<file path="src/rtl/ps2_key_receiver_pkg.sv">
// Shared types and constants for the PS/2 key receiver.
package ps2_defs;

  // Frame reception states.
  typedef enum logic [1:0] {
    ST_IDLE   = 2'd0,
    ST_DATA   = 2'd1,
    ST_PARITY = 2'd2,
    ST_STOP   = 2'd3
  } ps2_state_e;

  localparam logic [7:0] SC_EXT   = 8'hE0;
  localparam logic [7:0] SC_BREAK = 8'hF0;
  localparam int unsigned ENTRY_W = 10;

  // One key event as stored in the event FIFO.
  typedef struct packed {
    logic       ext;
    logic       brk;
    logic [7:0] code;
  } ps2_entry_t;

  // True when the data byte plus its parity bit carry an odd number of ones.
  function automatic logic odd_parity_ok(input logic [7:0] data, input logic parity);
    return ^{data, parity};
  endfunction

endpackage

</file>
<file path="src/rtl/ps2_key_receiver_fifo.sv">
// Show-ahead key-event FIFO with extra-MSB pointers and overflow pulse.
module ps2_event_fifo #(
  parameter int unsigned WIDTH = 10,
  parameter int unsigned DEPTH = 4
) (
  input  logic             Clock,
  input  logic             Reset,
  input  logic             push_i,
  input  logic [WIDTH-1:0] wr_data_i,
  input  logic             pop_i,
  output logic             valid_o,
  output logic [WIDTH-1:0] rd_data_o,
  output logic             overflow_o
);

  localparam int unsigned AW = $clog2(DEPTH);
  localparam int unsigned PW = AW + 1;

  logic [WIDTH-1:0] mem_q [DEPTH];
  logic [PW-1:0]    wr_ptr_q;
  logic [PW-1:0]    rd_ptr_q;
  logic             overflow_q;

  logic empty_c;
  logic full_c;
  logic do_pop_c;
  logic do_push_c;

  assign empty_c   = (wr_ptr_q == rd_ptr_q);
  assign full_c    = (wr_ptr_q[AW] != rd_ptr_q[AW]) &&
                     (wr_ptr_q[AW-1:0] == rd_ptr_q[AW-1:0]);
  assign do_pop_c  = pop_i && !empty_c;
  // A full FIFO still accepts a push when the head leaves in the same cycle.
  assign do_push_c = push_i && (!full_c || do_pop_c);

  assign valid_o    = !empty_c;
  assign rd_data_o  = empty_c ? '0 : mem_q[rd_ptr_q[AW-1:0]];
  assign overflow_o = overflow_q;

  // Storage array; contents are only observable through valid entries.
  always_ff @(posedge Clock) begin
    if (do_push_c) begin
      mem_q[wr_ptr_q[AW-1:0]] <= wr_data_i;
    end
  end

  // Pointer update and overflow pulse.
  always_ff @(posedge Clock or posedge Reset) begin
    if (Reset) begin
      wr_ptr_q   <= '0;
      rd_ptr_q   <= '0;
      overflow_q <= 1'b0;
    end else begin
      overflow_q <= push_i && !do_push_c;
      if (do_push_c) begin
        wr_ptr_q <= wr_ptr_q + PW'(1);
      end
      if (do_pop_c) begin
        rd_ptr_q <= rd_ptr_q + PW'(1);
      end
    end
  end

endmodule

</file>
<file path="src/rtl/ps2_key_receiver.sv">
// PS/2 keyboard receiver: synchronize, filter, deframe, decode prefixes, queue events.
module ps2_key_receiver
  import ps2_defs::*;
#(
  parameter int unsigned FILTER_LEN     = 8,
  parameter int unsigned TIMEOUT_CYCLES = 50000,
  parameter int unsigned FIFO_DEPTH     = 4
) (
  input  logic       Clock,
  input  logic       Reset,
  input  logic       iPS2Clk,
  input  logic       iPS2Data,
  input  logic       iReady,
  output logic       oValid,
  output logic [7:0] oScanCode,
  output logic       oBreak,
  output logic       oExtended,
  output logic       oFrameError,
  output logic       oOverflow
);

  localparam int unsigned FCNT_W = $clog2(FILTER_LEN + 1);
  localparam int unsigned TO_W   = $clog2(TIMEOUT_CYCLES + 1);

  // Synchronizer and filter state.
  logic              clk_s1_q;
  logic              clk_s2_q;
  logic              dat_s1_q;
  logic              dat_s2_q;
  logic              filt_q;
  logic              filt_d;
  logic [FCNT_W-1:0] fcnt_q;
  logic [FCNT_W-1:0] fcnt_d;
  logic              sample_c;

  // Frame state.
  ps2_state_e        state_q;
  logic [2:0]        bit_cnt_q;
  logic [7:0]        shift_q;
  logic              parity_q;
  logic [TO_W-1:0]   to_cnt_q;
  logic              ext_q;
  logic              brk_q;
  logic              push_q;
  ps2_entry_t        entry_q;
  logic              frame_err_q;

  ps2_entry_t        head_c;
  logic              fifo_valid_c;
  logic              fifo_ovf_c;

  // Two-flop synchronizers; idle level of the PS/2 lines is high.
  always_ff @(posedge Clock or posedge Reset) begin
    if (Reset) begin
      clk_s1_q <= 1'b1;
      clk_s2_q <= 1'b1;
      dat_s1_q <= 1'b1;
      dat_s2_q <= 1'b1;
    end else begin
      clk_s1_q <= iPS2Clk;
      clk_s2_q <= clk_s1_q;
      dat_s1_q <= iPS2Data;
      dat_s2_q <= dat_s1_q;
    end
  end

  // Glitch filter: follow the synchronized clock only after FILTER_LEN differing samples in a row.
  always_comb begin
    filt_d = filt_q;
    fcnt_d = '0;
    if (clk_s2_q != filt_q) begin
      if (fcnt_q == FCNT_W'(FILTER_LEN - 1)) begin
        filt_d = clk_s2_q;
      end else begin
        fcnt_d = fcnt_q + FCNT_W'(1);
      end
    end
  end

  // Filter registers.
  always_ff @(posedge Clock or posedge Reset) begin
    if (Reset) begin
      filt_q <= 1'b1;
      fcnt_q <= '0;
    end else begin
      filt_q <= filt_d;
      fcnt_q <= fcnt_d;
    end
  end

  // The falling edge of the filtered clock is the bit-sample point.
  assign sample_c = filt_q && !filt_d;

  // Frame FSM with timeout, prefix decoding and registered push/error outputs.
  always_ff @(posedge Clock or posedge Reset) begin
    if (Reset) begin
      state_q     <= ST_IDLE;
      bit_cnt_q   <= '0;
      shift_q     <= '0;
      parity_q    <= 1'b0;
      to_cnt_q    <= '0;
      ext_q       <= 1'b0;
      brk_q       <= 1'b0;
      push_q      <= 1'b0;
      entry_q     <= '0;
      frame_err_q <= 1'b0;
    end else begin
      push_q      <= 1'b0;
      frame_err_q <= 1'b0;
      if (state_q != ST_IDLE && !sample_c) begin
        if (to_cnt_q == TO_W'(TIMEOUT_CYCLES - 1)) begin
          // Keyboard went quiet mid-frame: drop the partial byte.
          state_q     <= ST_IDLE;
          to_cnt_q    <= '0;
          frame_err_q <= 1'b1;
          ext_q       <= 1'b0;
          brk_q       <= 1'b0;
        end else begin
          to_cnt_q <= to_cnt_q + TO_W'(1);
        end
      end else begin
        to_cnt_q <= '0;
        if (sample_c) begin
          case (state_q)
            ST_IDLE: begin
              if (!dat_s2_q) begin
                state_q   <= ST_DATA;
                bit_cnt_q <= '0;
              end
            end
            ST_DATA: begin
              shift_q   <= {dat_s2_q, shift_q[7:1]};
              bit_cnt_q <= bit_cnt_q + 3'd1;
              if (bit_cnt_q == 3'd7) begin
                state_q <= ST_PARITY;
              end
            end
            ST_PARITY: begin
              parity_q <= dat_s2_q;
              state_q  <= ST_STOP;
            end
            ST_STOP: begin
              state_q <= ST_IDLE;
              if (dat_s2_q && odd_parity_ok(shift_q, parity_q)) begin
                if (shift_q == SC_EXT) begin
                  ext_q <= 1'b1;
                end else if (shift_q == SC_BREAK) begin
                  brk_q <= 1'b1;
                end else begin
                  push_q       <= 1'b1;
                  entry_q.ext  <= ext_q;
                  entry_q.brk  <= brk_q;
                  entry_q.code <= shift_q;
                  ext_q        <= 1'b0;
                  brk_q        <= 1'b0;
                end
              end else begin
                frame_err_q <= 1'b1;
                ext_q       <= 1'b0;
                brk_q       <= 1'b0;
              end
            end
            default: state_q <= ST_IDLE;
          endcase
        end
      end
    end
  end

  ps2_event_fifo #(
    .WIDTH (ENTRY_W),
    .DEPTH (FIFO_DEPTH)
  ) u_fifo (
    .Clock      (Clock),
    .Reset      (Reset),
    .push_i     (push_q),
    .wr_data_i  (entry_q),
    .pop_i      (iReady),
    .valid_o    (fifo_valid_c),
    .rd_data_o  (head_c),
    .overflow_o (fifo_ovf_c)
  );

  // FIFO zeroes its head when empty, so these fields read 0 whenever oValid is low.
  assign oValid      = fifo_valid_c;
  assign oScanCode   = head_c.code;
  assign oBreak      = head_c.brk;
  assign oExtended   = head_c.ext;
  assign oFrameError = frame_err_q;
  assign oOverflow   = fifo_ovf_c;

endmodule

</file>
<file path="config.mk">
export PLATFORM = sky130hd
export DESIGN_NAME = ps2_key_receiver
export DESIGN_NICKNAME = d
export VERILOG_FILES = /design/src/rtl/ps2_key_receiver_pkg.sv /design/src/rtl/ps2_key_receiver_fifo.sv /design/src/rtl/ps2_key_receiver.sv
export SDC_FILE = /design/constraint.sdc
export NUM_CORES = 1
export LEC_CHECK = 0
export ABC_CLOCK_PERIOD_IN_PS = 2400
export BUFFER_PORTS_ARGS = -buffer_cell sky130_fd_sc_hd__buf_2
export CAP_MARGIN = 5
export CORE_AREA = 2 2 125 78
export DETAILED_ROUTE_END_ITERATION = 10
export DIE_AREA = 0 0 127 80
export MAX_ROUTING_LAYER = met4
export PLACE_DENSITY = 0.69
export SYNTH_ARGS = -nofsm -noshare
export SYNTH_HDL_FRONTEND = slang
export SYNTH_HIERARCHICAL = 1
export SYNTH_SLANG_ARGS = --single-unit
</file>
<file path="constraint.sdc">
create_clock -name Clock -period 2.4 [get_ports Clock]
set_input_delay 0.48 -clock Clock [delete_from_list [all_inputs] [get_ports Clock]]
set_output_delay 0.48 -clock Clock [all_outputs]
set_load 0.02 [all_outputs]
</file>
* Word level (Yosys, flattened, before mapping)
Memories as Yosys holds them, arrays and structs flattened.
Index checks and enable logic that the tools add are counted.
** Storage, ports and cells
- Output and inout bits :: 13
- Memories kept :: 1
- Logic and storage cells :: 115
- RAM bits :: 40
- Bits in registers :: 60
** Cells by class
- Add/subtract/negate cells :: 5
- Bitwise logic cells :: 3
- Reductions and logical operators :: 26
- Multiplexer cells :: 41
- Eq/ne operators :: 18
** Memory list
- u_fifo.mem_q :: words 4, width 10, read ports 1, clocked after Yosys merged registers in 0, wr ports 1, RTL line ps2_key_receiver_fifo.sv:19 : logic [WIDTH-1:0] mem_q [DEPTH];
** Operator list (count)
- $mux W16 :: 2
- $mux W1 :: 28
- $add A16 B1 Y16 const B :: 1
- $eq A16 B16 Y1 const B :: 1
- $eq A8 B8 Y1 const B :: 2
- $reduce_and A4 Y1 :: 4
- $mux W10 :: 1
- $mux W2 :: 5
- $add A3 B1 Y3 const B :: 3
- $ne A3 B3 Y1 const B :: 3
- $reduce_xor A9 Y1 :: 1
- $mux W4 :: 2
- $pmux W2 S4 :: 1
- $reduce_bool A2 Y1 :: 4
- $logic_and A1 B1 Y1 :: 7
- $pmux W3 S2 :: 1
- $reduce_and A3 Y1 :: 2
- $reduce_and A6 Y1 :: 1
- $logic_not A1 Y1 :: 5
- $add A4 B1 Y4 const B :: 1
- $eq A2 B2 Y1 const B :: 2
- $eq A4 B3 Y1 const B :: 1
- $ne A4 B4 Y1 const B :: 1
- $eq A3 B3 Y1 :: 1
- other kinds (10) :: 13

* Logic depth before layout (Yosys ltp)
- Depth in word-level cells :: 9
- Gate-level depth with buffers :: 7

* Hierarchy
The synthesis kept the hierarchy.
** By module, submodules not included
- ps2_key_receiver :: cells each 212, area each 2473.6 um2, instances 1
- ps2_event_fifo :: cells each 104, area each 1945.6 um2, instances 1

* Worst setup path after synthesis
OpenSTA, ideal clock, no wires.
- Path kind :: flip-flop to flip-flop
- Start :: reg to_cnt_q[0]
- End :: reg state_q[1]
- Data required time :: 2.278 ns
- Library setup time :: 0.122 ns
- Path slack :: 0.361 ns
- Cell stages (with the launch flop) :: 8
- Arrival :: 1.918 ns
- Path through :: dfrtp_1 -> ha_1 -> or4b_1 -> nor4_2 -> nand2b_1 -> buf_6 -> o221ai_2 -> a32o_1
** Between the ends
- Cells in the longest elaborated chain, start to end :: 3
** RTL lines
- start, declared :: RTL line ps2_key_receiver.sv:41 : logic [TO_W-1:0] to_cnt_q;
- start signal, assigned :: RTL line ps2_key_receiver.sv:119 : to_cnt_q <= to_cnt_q + TO_W'(1);
- $eq A16 B16 Y1 :: RTL line ps2_key_receiver.sv:111 : if (to_cnt_q == TO_W'(TIMEOUT_CYCLES - 1)) begin
- $ne A2 B1 Y1 (no source line)
- $reduce_and A4 Y1 (no source line)
- end signal, assigned :: RTL line ps2_key_receiver.sv:113 : state_q <= ST_IDLE;
- end signal, assigned :: RTL line ps2_key_receiver.sv:127 : state_q <= ST_DATA;
- end signal, assigned :: RTL line ps2_key_receiver.sv:135 : state_q <= ST_PARITY;
- end, declared :: RTL line ps2_key_receiver.sv:37 : ps2_state_e state_q;
Every way passes these cells.
A chain may end at the register's enable or synchronous reset.

* Worst setup path in the final report
- Start :: reg u_fifo.rd_ptr_q[0]
- End :: out oScanCode[1]
** Between the ends
- Cells in the longest elaborated chain, start to end :: 2
- Elaborated cells on any way between the ends :: 3
- Classes of those cells :: 1 x eq/ne; 1 x mux; 1 x memory
** RTL lines
- start, declared :: RTL line ps2_key_receiver_fifo.sv:21 : logic [PW-1:0] rd_ptr_q;
- start signal, assigned :: RTL line ps2_key_receiver_fifo.sv:59 : rd_ptr_q <= rd_ptr_q + PW'(1);
- $mem_v2 Z4 W10 / $eq A3 B3 Y1 (equally long branches)
- $mux W10 * :: RTL line ps2_key_receiver_fifo.sv:37 : assign rd_data_o = empty_c ? '0 : mem_q[rd_ptr_q[AW-1:0]];
- end, declared :: RTL line ps2_key_receiver.sv:15 : output logic [7:0] oScanCode,
Mark *: on every way between the ends. The rest lies on a longest branch, timed or not.

==> qor.yml <==
setup_path:
  endpoint_kind: "output port"
  setup.worst_path.start_class: "register"
  cp.arrival_ps: 1800
  cp_max_fo: 7
  worstSetupPathType: "reg -> out"
  cp.required_ps: 1920
layout:
  drive_gt1_frac: 0.231
  final_core_util: 0.552
  fin_cells: 466
  antennaDiodeCount: 0
  nNetsFinal: 364
  area_delta_synth_final_pct: 12.2
floorplanning:
  die_h_um: 80
  start_util: 0.492
  die_w_um: 127
  rows: 27
  ios: 18
  core_sq_um: 8990
  die-area_sq_um: 10200
global_route:
  grt_pass1_wl_um: 13000
  overflow: 0
  grt_max_degree: 54
  grt_antenna_before_repair: 0
  grt_pass1_vias: 2569
  grt.total_usage: 0.173
synthesis:
  synth_xor_area_frac: 0.0606
  synthesis.nets: 335
  synth_edf_count: 40
  synth_area_sq_um: 4420
  postSynth.asyncResetShare: 0.600
  synth_fa_ha_area_frac: 0.0396
  syn_inst: 316
  synth_area_leaders: "dfrtp_1 31%, edfxtp_1 27%, mux2_2 5.1%, mux4_2 5.1%, ha_1 4.0%"
  synthSimpleGateAreaFrac: 0.114
  synthFlopType: "dfrtp_1"
  netlist.area_leader.share: 0.311
  ys_ff_latch: 100
  yosysWarnings: 6
  synth_area_leader_cell: "dfrtp_1"
  synth-compound-area-share: 0.0450
  syn_area_per_cell_sq_um: 14.0
  synth_top_family_by_area: "simple AND/OR/NAND/NOR gates"
  muxShareOfSynthArea: 0.104
  seq_area_frac_synth: 0.613
  synth.distinct_cells: 49
sta:
  finalHoldViolCount: 0
  slew_violations: 0
  rsz0062_at_grt: "no"
  finalCritPeriodShare: 0.949
  worstMarginPinSlew_ps: 662
  setup_ws_ps: 122
  max_slew_margin: 0.558
  setup_viol_count_final: 0
  max_clock_freq_ghz: 0.439
  finalSetupTns_ps: 0
  min_period_ps: 2280
  fin_hold_ws_ps: 86.1
  finClkSkew_ps: 6.42
drt:
  viasPerCell: 5.35
  route.detailed.drc: 0
  drt-initial-drc-count: 143
  wl_per_cell_um: 16.1
  antenna_left: 0
  num_vias: 2493
  dr.pass1.iters: 4
  routed_wl_um: 7520
clock_tree:
  cts_buffers: 9
  clk_pin_slew_ps: 70
  htreeDepth: 3
  clockRootBuffer: "clkbuf_16"
  post_cts.repair.setup_buffers: 0
  cts_sinks: 100
  tritoncts: "yes"
  cts_buffer_depth: 2
  insertion_delay_ps: 340
outcome:
  outcome: "complete, no violations"
placement:
  place_congestion: 0.857
  pre_cts_ws_ps: 253
  numPlacedInstances: 450
  numPortBuffers: 17
  dp_hpwl_um: 5190
job:
  drv_cap: 0
power_and_ir_drop:
  p_per_area_nw_per_um2: 659
  p_leak_nw: 2.20
  ir_drop_v: 0.000364
worst_hold_path:
  hold_path_class: "in -> async"
-- power by group --
part	switching [mW]	internal (mW)	leakage (nW)	total, mW
Combinational	0.0590	0.0394	0.779	0.0985
Clock	0.622	0.716	0.139	1.34
Sequential	0.0255	1.81	1.28	1.83
-- logic make-up after synthesis --
logic type | count (synthesis)
DFF | 100
adders and majority gates | 14
and+or+nand+nor | 91
AOI/OAI and AO/OA | 28
xor gates and xnor gates | 29
buffers and inverters | 23
muxes | 31
-- worst max-delay path: stages (launching register included) --
cell and delay, ps:
dfrtp_1 440, buf_4 220, mux4_2 510, nor2b_1 140
buf_2 150
-- sequential cells by signal (all words and copies together), names as in the netlist, 2 cells and up --
signal,count
u_fifo/wr_ptr_q,3
fcnt_q,4
u_fifo/mem_q,40
entry_q,10
state_q,2
to_cnt_q,16
u_fifo/rd_ptr_q,3
shift_q,8
bit_cnt_q,3
-- what timing repair did --
action | CTS | global route
hold endpoints to repair | 0 | 0
hold buffers | 0 | 0
resized for setup | 0 | 2
setup endpoints to repair | 0 | 9
-- cell usage in the layout (no fill, tap or decap), types with 2 or more instances in the layout --
cell type / count
nor3_1: 3
xor2_1: 10
xnor2_1: 16
a21boi_0: 2
mux4_2: 10
buf_4: 8
edfxtp_1: 40
dfstp_2: 5
inv_6: 2
nor2b_1: 12
ha_1: 14
dfrtp_1: 55
and3_1: 8
clkinv_2: 2
buf_2: 17
nor2_1: 23
a21o_1: 2
o21ai_0: 4
clkbuf_16: 9
nand3_1: 11
nor4_1: 2
nand2_1: 10
and2_1: 3
xor2_2: 2
inv_1: 15
nand2b_1: 3
nand4_1: 4
and4_1: 3
a21oi_1: 8
mux2_2: 20
nand4b_1: 2
-- area by class of cell --
| class | count | area [sq um] |
|---|---|---|
| fillers | 740 | 4030 |
| flip-flops and latches | 100 | 2710 |
| multi-input cells | 193 | 1620 |
| clock buffers | 10 | 229 |
| repair buffers | 25 | 145 |
| well taps | 116 | 145 |
| inverters | 16 | 60.1 |
| clock inverters | 6 | 47.5 |
-- Yosys cell counts, types with 4 or more instances --
library cell	n
a21oi_1	8
and3_1	8
dfrtp_1	55
dfstp_2	5
edfxtp_1	40
ha_1	14
inv_1	16
mux2_2	20
mux4_2	10
nand2_1	10
nand3_1	11
nand4_1	4
nor2_1	23
nor2b_1	12
o21ai_0	4
xnor2_1	16
xor2_1	12
-- per-stage QoR --
stage | power, mW | area (sq um)
2_1_floorplan | 1.94 | 4420
3_3_place_gp | 1.96 | 4670
3_5_place_dp | 1.97 | 4670
4_1_cts | 3.31 | 4940
5_1_grt | 3.40 | 4960
6_report | 3.27 | 4960
-- routing by layer --
metal,vias up,GRT usage,wire length [um],part of all wire
met2,39,0.253,3290,0.44
met3,10,0.0543,274,0.036
li1,1203,-,-,-
met4,0,0.0473,93,0.012
met1,1241,0.237,3860,0.51
met5,-,-,0,0
-- path summary, 6_finish.rpt --
path / from / to / slack (ps) / cells after the start
min: Reset / u_fifo/wr_ptr_q[0]$_DFFE_PP0P_ / 90 / 2
max reg2reg: to_cnt_q[0]$_DFF_PP0_ / state_q[1]$_DFFE_PP0P_ / 240 / 6
min in group Clock: iPS2Clk / clk_s1_q$_DFF_PP1_ / 230 / 1
max: u_fifo/rd_ptr_q[0]$_DFFE_PP0P_ / oScanCode[1] / 120 / 4
min reg2reg: clk_s1_q$_DFF_PP1_ / clk_s2_q$_DFF_PP1_ / 360 / 0
max in group asynchronous: Reset / shift_q[7]$_DFFE_PP0P_ / 1630 / 3
Power figures use the tool's default switching activity.
